**src/rtl/instrn_fetch_ctrl_if.sv**
```systemverilog
// Fetch-controller bus bundle: instruction-memory port, redirect/halt control and decode handshake.
// The master side is the fetch controller; the slave side is memory plus decode/execute.
interface instrn_fetch_ctrl_if;
  logic [31:0] imem_addr;
  logic [31:0] imem_data;
  logic        redirect_valid;
  logic [31:0] redirect_pc;
  logic        halt;
  logic        out_valid;
  logic [31:0] out_instrn;
  logic [31:0] out_pc;
  logic        out_ready;
  logic        fault;

  modport master (
    output imem_addr, out_valid, out_instrn, out_pc, fault,
    input  imem_data, redirect_valid, redirect_pc, halt, out_ready
  );

  modport slave (
    input  imem_addr, out_valid, out_instrn, out_pc, fault,
    output imem_data, redirect_valid, redirect_pc, halt, out_ready
  );
endinterface

```
**src/rtl/instrn_fetch_ctrl.sv**
```systemverilog
// Instruction fetch sequencer: owns the PC and fills a 2-entry {instrn, pc} buffer drained by decode.
// Optional macro IFETCH_ALIGN_CHECK_EN adds a sticky FAULT state on misaligned redirects.
module instrn_fetch_ctrl #(
  parameter logic [31:0] RESET_PC = 32'h0000_0000,
  parameter logic [31:0] PC_STEP  = 32'd4
) (
  input logic              clk,
  input logic              reset_n,
  instrn_fetch_ctrl_if.master bus
);

  typedef struct packed {
    logic [31:0] instrn;
    logic [31:0] pc;
  } entry_t;

`ifdef IFETCH_ALIGN_CHECK_EN
  typedef enum logic [1:0] {RUN, HALTED, FAULT} state_t;
`else
  typedef enum logic {RUN, HALTED} state_t;
`endif

  state_t      state, state_nxt;
  logic [31:0] pc, pc_nxt;
  entry_t      ent_q [2];
  logic        rd_ptr, wr_ptr;
  logic [1:0]  count;
  logic        pop, fetch;

  assign pop   = (count != 2'd0) && bus.out_ready;
  // Redirect wins over everything: any pop or fetch in that cycle is dropped.
  assign fetch = (state == RUN) && !bus.redirect_valid && !bus.halt &&
                 ((count != 2'd2) || pop);

`ifdef IFETCH_ALIGN_CHECK_EN
  logic bad_redirect;
  assign bad_redirect = bus.redirect_valid && (bus.redirect_pc[1:0] != 2'b00);
`endif

  always_ff @(posedge clk or negedge reset_n) begin
    if (!reset_n) state <= RUN;
    else          state <= state_nxt;
  end

  always_comb begin
    state_nxt = state;
    pc_nxt    = pc;
    case (state)
      RUN:     if (bus.halt)  state_nxt = HALTED;
      HALTED:  if (!bus.halt) state_nxt = RUN;
      default: state_nxt = state;
    endcase
`ifdef IFETCH_ALIGN_CHECK_EN
    if (bad_redirect) state_nxt = FAULT;
`endif
    // PC still loads a misaligned target so the bad address is visible on imem_addr.
    if (bus.redirect_valid) pc_nxt = bus.redirect_pc;
    else if (fetch)         pc_nxt = pc + PC_STEP;
  end

  always_ff @(posedge clk or negedge reset_n) begin
    if (!reset_n) pc <= RESET_PC;
    else          pc <= pc_nxt;
  end

  always_ff @(posedge clk or negedge reset_n) begin
    if (!reset_n) begin
      ent_q[0] <= '0;
      ent_q[1] <= '0;
      rd_ptr   <= 1'b0;
      wr_ptr   <= 1'b0;
      count    <= 2'd0;
    end else if (bus.redirect_valid) begin
      count  <= 2'd0;
      rd_ptr <= wr_ptr;
    end else begin
      if (fetch) begin
        ent_q[wr_ptr] <= '{instrn: bus.imem_data, pc: pc};
        wr_ptr        <= ~wr_ptr;
      end
      if (pop) rd_ptr <= ~rd_ptr;
      case ({fetch, pop})
        2'b10:   count <= count + 2'd1;
        2'b01:   count <= count - 2'd1;
        default: count <= count;
      endcase
    end
  end

  // When empty the head pointer sits on a stale entry; its contents are don't-care.
  assign bus.imem_addr  = pc;
  assign bus.out_valid  = (count != 2'd0);
  assign bus.out_instrn = ent_q[rd_ptr].instrn;
  assign bus.out_pc     = ent_q[rd_ptr].pc;

`ifdef IFETCH_ALIGN_CHECK_EN
  assign bus.fault = (state == FAULT);
`else
  assign bus.fault = 1'b0;
`endif

endmodule

```
**src/flat_wrapper.sv**
```systemverilog
// flat-port wrapper written by rule: the top's interface ports become plain ports
module instrn_fetch_ctrl_flat 
#(
  parameter logic [31:0] RESET_PC = 32'h0000_0000,
  parameter logic [31:0] PC_STEP  = 32'd4
)
  (clk, reset_n, bus_imem_addr, bus_out_valid, bus_out_instrn, bus_out_pc, bus_fault, bus_imem_data, bus_redirect_valid, bus_redirect_pc, bus_halt, bus_out_ready);
  instrn_fetch_ctrl_if bus_i ();
  input logic clk;
  input logic reset_n;
  output wire logic [$bits(bus_i.imem_addr)-1:0] bus_imem_addr;
  output wire logic [$bits(bus_i.out_valid)-1:0] bus_out_valid;
  output wire logic [$bits(bus_i.out_instrn)-1:0] bus_out_instrn;
  output wire logic [$bits(bus_i.out_pc)-1:0] bus_out_pc;
  output wire logic [$bits(bus_i.fault)-1:0] bus_fault;
  input wire logic [$bits(bus_i.imem_data)-1:0] bus_imem_data;
  input wire logic [$bits(bus_i.redirect_valid)-1:0] bus_redirect_valid;
  input wire logic [$bits(bus_i.redirect_pc)-1:0] bus_redirect_pc;
  input wire logic [$bits(bus_i.halt)-1:0] bus_halt;
  input wire logic [$bits(bus_i.out_ready)-1:0] bus_out_ready;
  assign bus_imem_addr = bus_i.imem_addr;
  assign bus_out_valid = bus_i.out_valid;
  assign bus_out_instrn = bus_i.out_instrn;
  assign bus_out_pc = bus_i.out_pc;
  assign bus_fault = bus_i.fault;
  assign bus_i.imem_data = bus_imem_data;
  assign bus_i.redirect_valid = bus_redirect_valid;
  assign bus_i.redirect_pc = bus_redirect_pc;
  assign bus_i.halt = bus_halt;
  assign bus_i.out_ready = bus_out_ready;
  instrn_fetch_ctrl #(.RESET_PC(RESET_PC), .PC_STEP(PC_STEP)) u_core (.clk(clk), .reset_n(reset_n), .bus(bus_i));
endmodule
```
**config.mk**
```make
export PLATFORM = sky130hd
export DESIGN_NAME = instrn_fetch_ctrl_flat
export DESIGN_NICKNAME = d
export VERILOG_FILES = /design/src/rtl/instrn_fetch_ctrl_if.sv /design/src/rtl/instrn_fetch_ctrl.sv /design/src/flat_wrapper.sv
export SDC_FILE = /design/constraint.sdc
export NUM_CORES = 1
export LEC_CHECK = 0
export ABC_AREA = 1
export CAP_MARGIN = 20
export CORE_MARGIN = 2
export CORE_UTILIZATION = 45
export CTS_BUF_LIST = sky130_fd_sc_hd__clkbuf_8 sky130_fd_sc_hd__clkbuf_16
export CTS_CLUSTER_DIAMETER = 80
export DETAILED_ROUTE_END_ITERATION = 10
export PLACE_DENSITY = 0.79
export SLEW_MARGIN = 10
export SYNTH_ARGS = -nofsm -noshare
export SYNTH_HDL_FRONTEND = slang
export SYNTH_SLANG_ARGS = --single-unit
```
**constraint.sdc**
```tcl
create_clock -name clk -period 2.6 [get_ports clk]
set_input_delay 0.26 -clock clk [delete_from_list [all_inputs] [get_ports clk]]
set_output_delay 0.26 -clock clk [all_outputs]
set_load 0.01 [all_outputs]
```
Word level (Yosys, flattened, before mapping)
Index checks and enable logic that the tools add are counted.
- logic and storage cells: 50
- output and inout bits: 98
- bits of input ports: 69
- register bits after elaboration: 165
- bitwise gates (word level): 6
- add/subtract/negate cells: 3
- mux-type cells: 13
- magnitude comparators: 3
- reduce and logical (&&, ||, !) cells: 13
- equality and inequality tests: 3
- operator list (cell ; number):
    2-to-1 mux 64 bit ; 4
    bitwise mux 128 bit ; 1
    demux 64 bit (select 1 bit) ; 1
    2-to-1 mux 32 bit ; 2
    adder 32 x 3 -> 32 bit, second input constant ; 1
    nonzero test 2 bit ; 3
    logical AND 1 bit ; 5
    greater-or-equal comparator 2 bit, second input constant ; 2
    inverter 1 bit ; 4
    inverter 1 -> 2 bit ; 2
    case mux 2 bit (2 select lines) ; 1
    2-to-1 mux 1 bit ; 3
    nonzero test 3 bit ; 1
    adder 2 x 1 -> 2 bit, second input constant ; 1
    equality test 2 x 1 -> 1 bit, second input constant ; 1
    equality test 2 bit, second input constant ; 1
    zero test 1 bit ; 2
    < comparator 2 x 1 -> 1 bit, second input constant ; 1
    2-to-1 mux 2 bit ; 1
    != test 2 bit, second input constant ; 1
    AND reduction 2 bit ; 1
    subtractor 2 x 1 -> 2 bit, second input constant ; 1
    logical OR 1 bit ; 1

Depth between registers and ports, before layout
Gate-level depths: netlist (run 1).
- word-level depth: 7
- depth in mapped cells: 10

Worst setup path before layout (run 1)
OpenSTA, ideal clock, no wires.
- kind: reg2reg
- from: reg u_core.pc[3], in the netlist u_core.bus.imem_addr[3]
- to: reg u_core.pc[26], in the netlist u_core.bus.imem_addr[26]
- path buffers: 0
- clock period less this slack: 1.491 ns
- data required time: 2.484 ns
- setup slack: 1.109 ns
- setup time: 0.116 ns
- arrival time: 1.374 ns
- stages on the path, launching flop included: 11
- path through: dfrtp_1 -> ha_1 -> inv_1 -> nor2_1 -> nand2_1 -> nor2_4 -> nand3_1 -> nand2_1 -> inv_1 -> nand2_1 -> nand2_1
- longest elaborated chain between the ends: 3
- ends and longest elaborated chain (item ; line ; RTL):
    start, declared ; instrn_fetch_ctrl.sv:24 ; logic [31:0] pc, pc_nxt;
    start signal, assigned ; instrn_fetch_ctrl.sv:63 ; else pc <= pc_nxt;
    adder 32 x 3 -> 32 bit ; instrn_fetch_ctrl.sv:58 ; else if (fetch) pc_nxt = pc + PC_STEP;
    2-to-1 mux 32 bit ; instrn_fetch_ctrl.sv:58 ;
    2-to-1 mux 32 bit ; instrn_fetch_ctrl.sv:57 ; if (bus.redirect_valid) pc_nxt = bus.redirect_pc;
Every way passes these cells. The select of a mux whose other input is x is not followed.
A chain may end at the register's enable or synchronous reset.

Final worst setup path (run 1)
- from: reg u_core.rd_ptr
- to: out bus_out_pc[18]
- longest elaborated chain between the ends: 4
- ends and longest elaborated chain (item ; line ; RTL):
    start, declared ; instrn_fetch_ctrl.sv:26 ; logic rd_ptr, wr_ptr;
    start signal, assigned ; instrn_fetch_ctrl.sv:75 ; rd_ptr <= wr_ptr;
    start signal, assigned ; instrn_fetch_ctrl.sv:81 ; if (pop) rd_ptr <= ~rd_ptr;
    inverter 1 -> 2 bit (not written as such) ; instrn_fetch_ctrl.sv:94 ; assign bus.out_pc = ent_q[rd_ptr].pc;
    2-to-1 mux 64 bit (3 in series) ; n/a ;
    end, declared ; flat_wrapper.sv:14 ; output wire logic [$bits(bus_i.out_pc)-1:0] bus_out_pc;
Every way passes these cells. The select of a mux whose other input is x is not followed.

==> flow_summary.json, run 1 <==
{
  "hold_start": "bus_halt",
  "synth_nets": 1148,
  "via_per_inst": 4.92,
  "setup_viol": 0,
  "synthDistinctLibCells": 32,
  "grt_use_total_pct": 22.5,
  "clkTransAtPathRegs_ps": 60,
  "die_h_um": 139,
  "synth_area_leaders": "dfrtp_1 (50%), nand2_1 (22%), o21ai_2 (5.3%)",
  "clk_latency_ps": 420,
  "htreeDepth": 4,
  "ys_ff_latch": 165,
  "grt_overflow_total": 0,
  "grt_pass1_vias": 6804,
  "hold_violations": 0,
  "fin_nets": 1295,
  "status": "finished, final reports clean",
  "cts_buffers": 17,
  "layout-drive-gt1-share_pct": 8.42,
  "cp_cell_sequence": "buf_4, nand2_1, nand2_1, clkdlybuf4s50_1",
  "timing.rr.end": "u_core.ent_q[122]",
  "synthArstFlopShare_pct": 100,
  "p_total_uw": 11100,
  "via_count": 7209,
  "synth_cells": 1078,
  "dieArea_um2": 19400,
  "cts_tree": "yes",
  "p_leak_uw": 0.00523,
  "max_clock_freq_ghz": 0.427,
  "wl_per_cell_um": 14.5,
  "cts.sinks": 165,
  "synth_commonest_cells": "nand2_1 (488), dfrtp_1 (165), inv_1 (97), o21ai_1 (66), nor2_1 (52)",
  "skew_ps": 8.11,
  "wl_um": 21200,
  "synth_most_common_cell": "nand2_1",
  "reg2reg_from": "u_core.count[0]",
  "hpwl_um": 14300,
  "cts_root_buf": "clkbuf_16",
  "die_width_um": 139,
  "fin_crit_sh_pct": 90.1,
  "grt_pass1_wl_um": 35000,
  "hold_path.class": "in -> reg",
  "yosys_warnings": 0,
  "cp_max_fo": 47,
  "fin_crit_ps": 2340,
  "holdPathEnd": "u_core.state",
  "slew_headroom_pct": 60.0,
  "critPathLaunchType": "register",
  "grt_max_degree": 129,
  "io-pin-count": 167,
  "cts_resized": 0,
  "synth_top_area_share_pct": 50.2,
  "crit_type": "reg -> out",
  "yosysTopAreaCell": "dfrtp_1",
  "io_buffers": 165,
  "antenna_found_initial": 0,
  "seq_area_frac_synth_pct": 50.2,
  "synth_ff_type": "dfrtp_1",
  "gp_congestion": 0.909,
  "tightest_slew_ps": 600,
  "timing.critical_path.mode_cell": "nand2_1",
  "r2r_cells": 7,
  "rsz0062_at_grt": "no",
  "nFillCells": 1661,
  "slowest_stage": "clkdlybuf4s50_1",
  "cpPeakStageDelay_ps": 540,
  "core_region_area_um2": 18000,
  "antenna_cells": 0,
  "multi_input_area_um2": 3410,
  "arrival_ps": 2080,
  "maxCapViolations": 0,
  "avgSynthCellArea_um2": 7.62,
  "postRouteAntennaNets": 0,
  "register_area_um2": 4130,
  "peakVddDrop_mv": 0.602,
  "end_kind": "output port",
  "crit_required_ps": 2340,
  "rows": 49,
  "post-route-util_pct": 59.0,
  "tns_ps": 0,
  "ff2ff_setup_slack_ps": 800,
  "initial_core_util_pct": 45.7,
  "synth-edff-count": 0,
  "drc": 0,
  "first_iter_violations": 549,
  "whs_path_depth": 1,
  "synth_area_um2": 8220,
  "drv_slew": 0,
  "firstDrtPassIters": 8,
  "clockBufferDepth": 2,
  "powerDensity_nw_per_um2": 1040,
  "syn2layout_area_growth_pct": 29.0
}
state kept, by name, indices dropped and copies added, names as in the netlist:
register and count:
u_core.ent_q 128, u_core.bus.imem_addr 32, u_core.count 2, u_core.rd_ptr 1
u_core.state 1, u_core.wr_ptr 1
kinds of logic (layout without fill, tap and decap cells):
family	Yosys count	in the layout	synth area share [%]
AND/OR/NAND/NOR	582	582	27.5
XOR/XNOR	6	6	0.639
flip-flops	165	165	50.2
adder cells (fa/ha/maj)	1	1	0.152
buffers and inverters	151	308	8.39
other	1	1	0.0456
AO/OA/AOI/OAI	172	172	13.0
cells in the final DEF (no fill, tap or decap), types with 2 or more instances in the layout:
master / n
o211ai_1: 6
o21ai_1: 66
nand3_1: 29
dfrtp_1: 164
bufinv_16: 3
xnor2_1: 2
nor2_2: 2
clkinvlp_4: 3
inv_1: 98
xor2_1: 4
o21ai_0: 43
inv_2: 3
buf_12: 5
clkdlybuf4s50_1: 164
nand2_1: 487
o21ai_2: 50
clkinv_2: 2
a21oi_1: 4
clkbuf_16: 17
buf_4: 9
nor3_1: 4
nor2_1: 52
layer usage:
layer  global-route usage [%]  routed length [µm]
met5                        0                   0
met4                     5.95                 308
met3                     5.35                1170
met2                     34.9                9870
met1                     31.9                9810
worst max-delay path: cells and delay by family (launching register included):
family	cells	cell delay (ps)
buffers and inverters	2	1000
flip-flops	1	380
AND/OR/NAND/NOR	2	250
worst max path at each step:
stage,from,to,slack [ps],cells past startpoint
6_report,u_core.rd_ptr,bus_out_pc[18],260,4
5_1_grt,u_core.rd_ptr,bus_out_pc[15],150,4
4_1_cts,u_core.rd_ptr,bus_out_pc[18],250,4
3_5_place_dp,bus_redirect_valid,u_core.bus.imem_addr[7],470,8
3_3_place_gp,bus_redirect_valid,u_core.bus.imem_addr[6],540,8
2_1_floorplan,u_core.bus.imem_addr[3],u_core.bus.imem_addr[26],1110,10
stage by stage:
stage	cell area [µm²]	hold slack, ps	instances	worst slack (ps)
floorplan	8220	-35.6	1078	1110
CTS	10600	311	1464	248
detailed placement	10000	283	1434	467
finish	10600	322	1464	258
global placement	10000	284	1434	544
global route	10600	331	1464	146
power by group:
part / total, µW / switching [µW] / internal, µW
Combinational: 4330 / 2170 / 2160
Sequential: 4250 / 626 / 3630
Clock: 2500 / 986 / 1510
layout make-up:
class	instances	share of cell area, %
inverter	99	3.50
sequential	165	38.9
timing repair buffer	180	17.3
multi-input combinational	762	32.1
clock inverter	11	1.31
tap	229	2.70
clock buffer	18	4.14
timing repair:
| action | CTS | global route |
|---|---|---|
| buffers inserted | 0 | 0 |
| hold buffers | 1 | 0 |
| endpoints found under the hold margin | 60 | 0 |
Power figures use the tool's default switching activity.
==> run 2: changes to the inputs <==
--- a/config.mk
+++ b/config.mk
@@ -12,6 +12,8 @@
 export CTS_BUF_LIST = sky130_fd_sc_hd__clkbuf_8 sky130_fd_sc_hd__clkbuf_16
 export CTS_CLUSTER_DIAMETER = 80
 export DETAILED_ROUTE_END_ITERATION = 10
+export GPL_ROUTABILITY_DRIVEN = 0
+export HOLD_SLACK_MARGIN = 0.15
 export PLACE_DENSITY = 0.79
 export SLEW_MARGIN = 10
 export SYNTH_ARGS = -nofsm -noshare
==> flow_summary.json, run 2 (same netlist as run 1, synthesis figures left out) <==
{
  "status": "finished, final reports clean",
  "seqPwrFrac_pct": 38.1,
  "rsz0062_at_grt": "no",
  "tns_ps": 0,
  "drv_slew": 0,
  "register_area_um2": 4130,
  "grt_pass1_vias": 6906,
  "rows": 49,
  "timing.rr.end": "u_core.ent_q[87]",
  "end_kind": "output port",
  "hpwl_um": 14300,
  "multi_input_area_um2": 3410,
  "setup_viol": 0,
  "holdPathEnd": "u_core.state",
  "cpPeakStageDelay_ps": 540,
  "wl_um": 21200,
  "hold_violations": 0,
  "fin_cells": 1464,
  "p_leak_uw": 0.00526,
  "cp_max_fo": 47,
  "first_iter_violations": 729,
  "critical-path-top-delay-family": "buffers and inverters",
  "powerDensity_nw_per_um2": 1050,
  "r2r_cells": 7,
  "ff2ff_setup_slack_ps": 630,
  "holdWs_ps": 319,
  "p_sw_share_pct": 34.0,
  "power.internal_uw": 7370,
  "slowest_stage": "clkdlybuf4s50_1",
  "fin_crit_ps": 2350,
  "post_cts.repair.setup_buffers": 0,
  "firstDrtPassIters": 5,
  "p_switching_uw": 3790,
  "io_buffers": 165,
  "antenna_cells": 0,
  "grt_max_degree": 73,
  "tightest_slew_ps": 619,
  "maxCapViolations": 0,
  "die_h_um": 139,
  "reg2reg_from": "u_core.count[0]",
  "syn2layout_area_growth_pct": 29.4,
  "post-route-util_pct": 59.2,
  "power.share.clock_pct": 23.0,
  "initial_core_util_pct": 45.7,
  "postRouteAntennaNets": 0,
  "timing.critical_path.mode_cell": "nand2_1",
  "dp.cells": 1432,
  "dieArea_um2": 19400,
  "drc": 0,
  "io-pin-count": 167,
  "arrival_ps": 2090,
  "largest_reg_flops": 128,
  "largest_register": "u_core.ent_q",
  "whs_path_depth": 1,
  "fin_nets": 1293,
  "grt_overflow_total": 0,
  "via_count": 7244,
  "htreeDepth": 4,
  "fin_crit_sh_pct": 90.2,
  "share_comb_of_total_power_pct": 38.9,
  "antenna_found_initial": 0,
  "max_clock_freq_ghz": 0.426,
  "core_region_area_um2": 18000,
  "hold_path.class": "in -> reg",
  "crit_required_ps": 2340,
  "cts.sinks": 165,
  "skew_ps": 14.8,
  "cts_tree": "yes",
  "wl_per_cell_um": 14.5,
  "cts_buffers": 17,
  "nFillCells": 1645,
  "slew_headroom_pct": 58.8,
  "cts_root_buf": "clkbuf_16",
  "final_common_cell": "nand2_1",
  "clockBufferDepth": 2,
  "die_width_um": 139,
  "layout-drive-gt1-share_pct": 8.18,
  "hold_start": "bus_halt",
  "clkTransAtPathRegs_ps": 60,
  "crit_type": "reg -> out",
  "final.setup.worst_slack_ps": 254,
  "clk_latency_ps": 420,
  "peakVddDrop_mv": 0.559,
  "grt_use_total_pct": 22.5,
  "via_per_inst": 4.95,
  "critPathLaunchType": "register",
  "cp_cell_sequence": "buf_4, nand2_1, nand2_1, clkdlybuf4s50_1",
  "worst-path-buf-inv": 2,
  "most-common-layout-cells": "nand2_1 (487), clkdlybuf4s50_1 (164), dfrtp_1 (164)",
  "place_worst_setup_slack_ps": 445,
  "grt_pass1_wl_um": 35200
}
==> run 2: how the worst max path moves through the flow <==
stage | start | cells after the start | to | slack (ps)
after floorplan | u_core.bus.imem_addr[3] | 10 | u_core.bus.imem_addr[26] | 1110
after global placement | bus_redirect_valid | 8 | u_core.bus.imem_addr[6] | 510
after detailed placement | bus_redirect_valid | 8 | u_core.bus.imem_addr[6] | 450
after CTS | u_core.rd_ptr | 4 | bus_out_pc[21] | 240
after global routing | u_core.rd_ptr | 4 | bus_out_pc[20] | 120
final | u_core.rd_ptr | 4 | bus_out_pc[21] | 250
==> run 2: what timing repair did <==
action | in CTS | in global routing
endpoints found under the setup margin | 0 | 0
hold buffers | 1 | 0
resized for setup | 0 | 0
endpoints found under the hold margin | 62 | 0
==> run 2: metrics by stage <==
step / total power, µW / cell area [µm²]
2_1_floorplan: 6560 / 8220
3_3_place_gp: 8520 / 10000
3_5_place_dp: 8660 / 10000
4_1_cts: 11300 / 10600
5_1_grt: 12000 / 10600
6_report: 11200 / 10600
==> run 2: layer usage <==
metal  vias up  global-route usage [%]  share of wire [%]
li1       3643                       -                  -
met2       264                    35.8                 47
met3        17                    5.04                7.4
met4         0                    5.64                1.1
met1      3320                    31.6                 45
met5         -                       0                  0
==> run 2: cell type report <==
| cell class | instances | share of cell area, % |
|---|---|---|
| clock buffer | 17 | 4.00 |
| tap | 229 | 2.69 |
| clock inverter | 14 | 1.62 |
| multi-input combinational | 762 | 32.0 |
| inverter | 99 | 3.49 |
| timing repair buffer | 178 | 17.3 |
| sequential | 165 | 38.8 |
==> run 2: power by group through the flow <==
stage,registers [µW],logic [µW],clock network (µW)
after floorplan,4150,2410,0
after global placement,4230,4290,0
after detailed placement,4280,4380,0
after CTS,4250,4400,2620
after global routing,4400,4840,2730
final,4260,4340,2570
==> run 3: changes to the inputs <==
--- a/config.mk
+++ b/config.mk
@@ -7,7 +7,7 @@
 export LEC_CHECK = 0
 export ABC_AREA = 1
 export CAP_MARGIN = 20
-export CORE_MARGIN = 2
+export CORE_MARGIN = 1.5
 export CORE_UTILIZATION = 45
 export CTS_BUF_LIST = sky130_fd_sc_hd__clkbuf_8 sky130_fd_sc_hd__clkbuf_16
 export CTS_CLUSTER_DIAMETER = 80
==> flow_summary.json, run 3 (same netlist as run 1, synthesis figures left out) <==
{
  "die_width_um": 138,
  "layout-drive-gt1-share_pct": 8.47,
  "cts_buffers": 17,
  "maxCapViolations": 0,
  "cts_resized": 0,
  "fin_crit_sh_pct": 88.5,
  "timing.rr.end": "u_core.ent_q[40]",
  "grt_use_total_pct": 22.5,
  "fin_crit_ps": 2300,
  "largest_reg_flops": 128,
  "worst-path-buf-inv": 2,
  "first_iter_violations": 510,
  "timing.critical_path.mode_cell": "nand2_1",
  "crit_type": "reg -> out",
  "cpPeakStageDelay_ps": 600,
  "cts.sinks": 165,
  "hpwl_um": 14500,
  "antenna_cells": 0,
  "r2r_cells": 8,
  "syn2layout_area_growth_pct": 30.4,
  "arrival_ps": 2040,
  "htreeDepth": 4,
  "end_kind": "output port",
  "clk_latency_ps": 420,
  "grt_pass1_vias": 6999,
  "hold_start": "bus_halt",
  "antenna_found_initial": 0,
  "fin_nets": 1296,
  "dp.cells": 1435,
  "grt_pass1_wl_um": 35000,
  "dieArea_um2": 19100,
  "ff2ff_setup_slack_ps": 810,
  "most-common-layout-cells": "nand2_1 (487), clkdlybuf4s50_1 (164), dfrtp_1 (164)",
  "crit_required_ps": 2340,
  "firstDrtPassIters": 5,
  "peakVddDrop_mv": 0.612,
  "tightest_slew_ps": 531,
  "drc": 0,
  "place_worst_setup_slack_ps": 451,
  "holdWs_ps": 331,
  "wl_um": 20800,
  "hold_path.class": "in -> reg",
  "max_clock_freq_ghz": 0.435,
  "slew_headroom_pct": 64.6,
  "largest_register": "u_core.ent_q",
  "cp_max_fo": 46,
  "final_common_cell": "nand2_1",
  "postRouteAntennaNets": 0,
  "clkTransAtPathRegs_ps": 60,
  "cp_cell_sequence": "buf_4, nand2_1, nand2_1, clkdlybuf4s50_1",
  "core_region_area_um2": 18000,
  "final.setup.worst_slack_ps": 300,
  "whs_path_depth": 1,
  "holdPathEnd": "u_core.state",
  "wl_per_cell_um": 14.2,
  "die_h_um": 138,
  "grt_max_degree": 69,
  "critical-path-top-delay-family": "buffers and inverters",
  "fin_cells": 1468,
  "grt_overflow_total": 0,
  "cts_tree": "yes",
  "setup_viol": 0,
  "p_leak_uw": 0.00529,
  "initial_core_util_pct": 45.7,
  "powerDensity_nw_per_um2": 1070,
  "cp.depth": 4,
  "post_cts.repair.setup_buffers": 0,
  "reg2reg_from": "u_core.count[0]",
  "clockBufferDepth": 2,
  "rows": 49,
  "skew_ps": 4.70,
  "slowest_stage": "clkdlybuf4s50_1",
  "cts_root_buf": "clkbuf_16",
  "tns_ps": 0,
  "io-pin-count": 167,
  "holdBufCountCts": 1,
  "via_per_inst": 4.99,
  "status": "finished, final reports clean",
  "io_buffers": 165,
  "via_count": 7329,
  "hold_violations": 0,
  "critPathLaunchType": "register",
  "rsz0062_at_grt": "no",
  "drv_slew": 0
}
==> run 3: changes by cell type in the layout (fill, tap and decap cells not counted) <==
cell	change
bufinv_16	+2
buf_12	-1
clkinv_2	-2
clkinv_4	-1
clkbuf_8	+2
buf_4	+4
==> run 3: worst max-delay path by stage <==
stage | startpoint | end | slack (ps)
2_1_floorplan | u_core.bus.imem_addr[3] | u_core.bus.imem_addr[26] | 1110
3_3_place_gp | bus_redirect_valid | u_core.ent_q[2] | 490
3_5_place_dp | bus_redirect_valid | u_core.bus.imem_addr[6] | 450
4_1_cts | u_core.rd_ptr | bus_out_pc[13] | 280
5_1_grt | u_core.rd_ptr | bus_out_pc[16] | 150
6_report | u_core.rd_ptr | bus_out_pc[20] | 300
==> run 3: per-layer routing <==
metal | routed length, µm | share of wire, % | GRT usage [%]
met1 | 9460 | 46 | 30.9
met2 | 9610 | 46 | 35.7
met3 | 1260 | 6.1 | 4.16
met4 | 446 | 2.1 | 8.20
met5 | 0 | 0 | 0
==> run 3: final cells by class <==
class                           count  area [µm²]
Timing Repair Buffer              181        1850
Clock buffer                       19         453
Clock inverter                     13         214
Fill cell                        1629        7250
Tap cell                          229         287
Inverter                           99         372
Sequential cell                   165        4130
Multi-Input combinational cell    762        3410
==> run 3: stage by stage <==
stage	power [µW]	util, %	cell area (µm²)
2_1_floorplan	6560	-	8220
3_3_place_gp	8530	55.9	10000
3_5_place_dp	8680	55.9	10000
4_1_cts	11500	59.6	10700
5_1_grt	12200	59.6	10700
6_report	11400	59.6	10700
==> run 3: where the power goes <==
group | internal, µW | switching (µW) | total (µW)
Combinational | 2180 | 2190 | 4370
Sequential | 3630 | 628 | 4250
Clock | 1830 | 994 | 2830
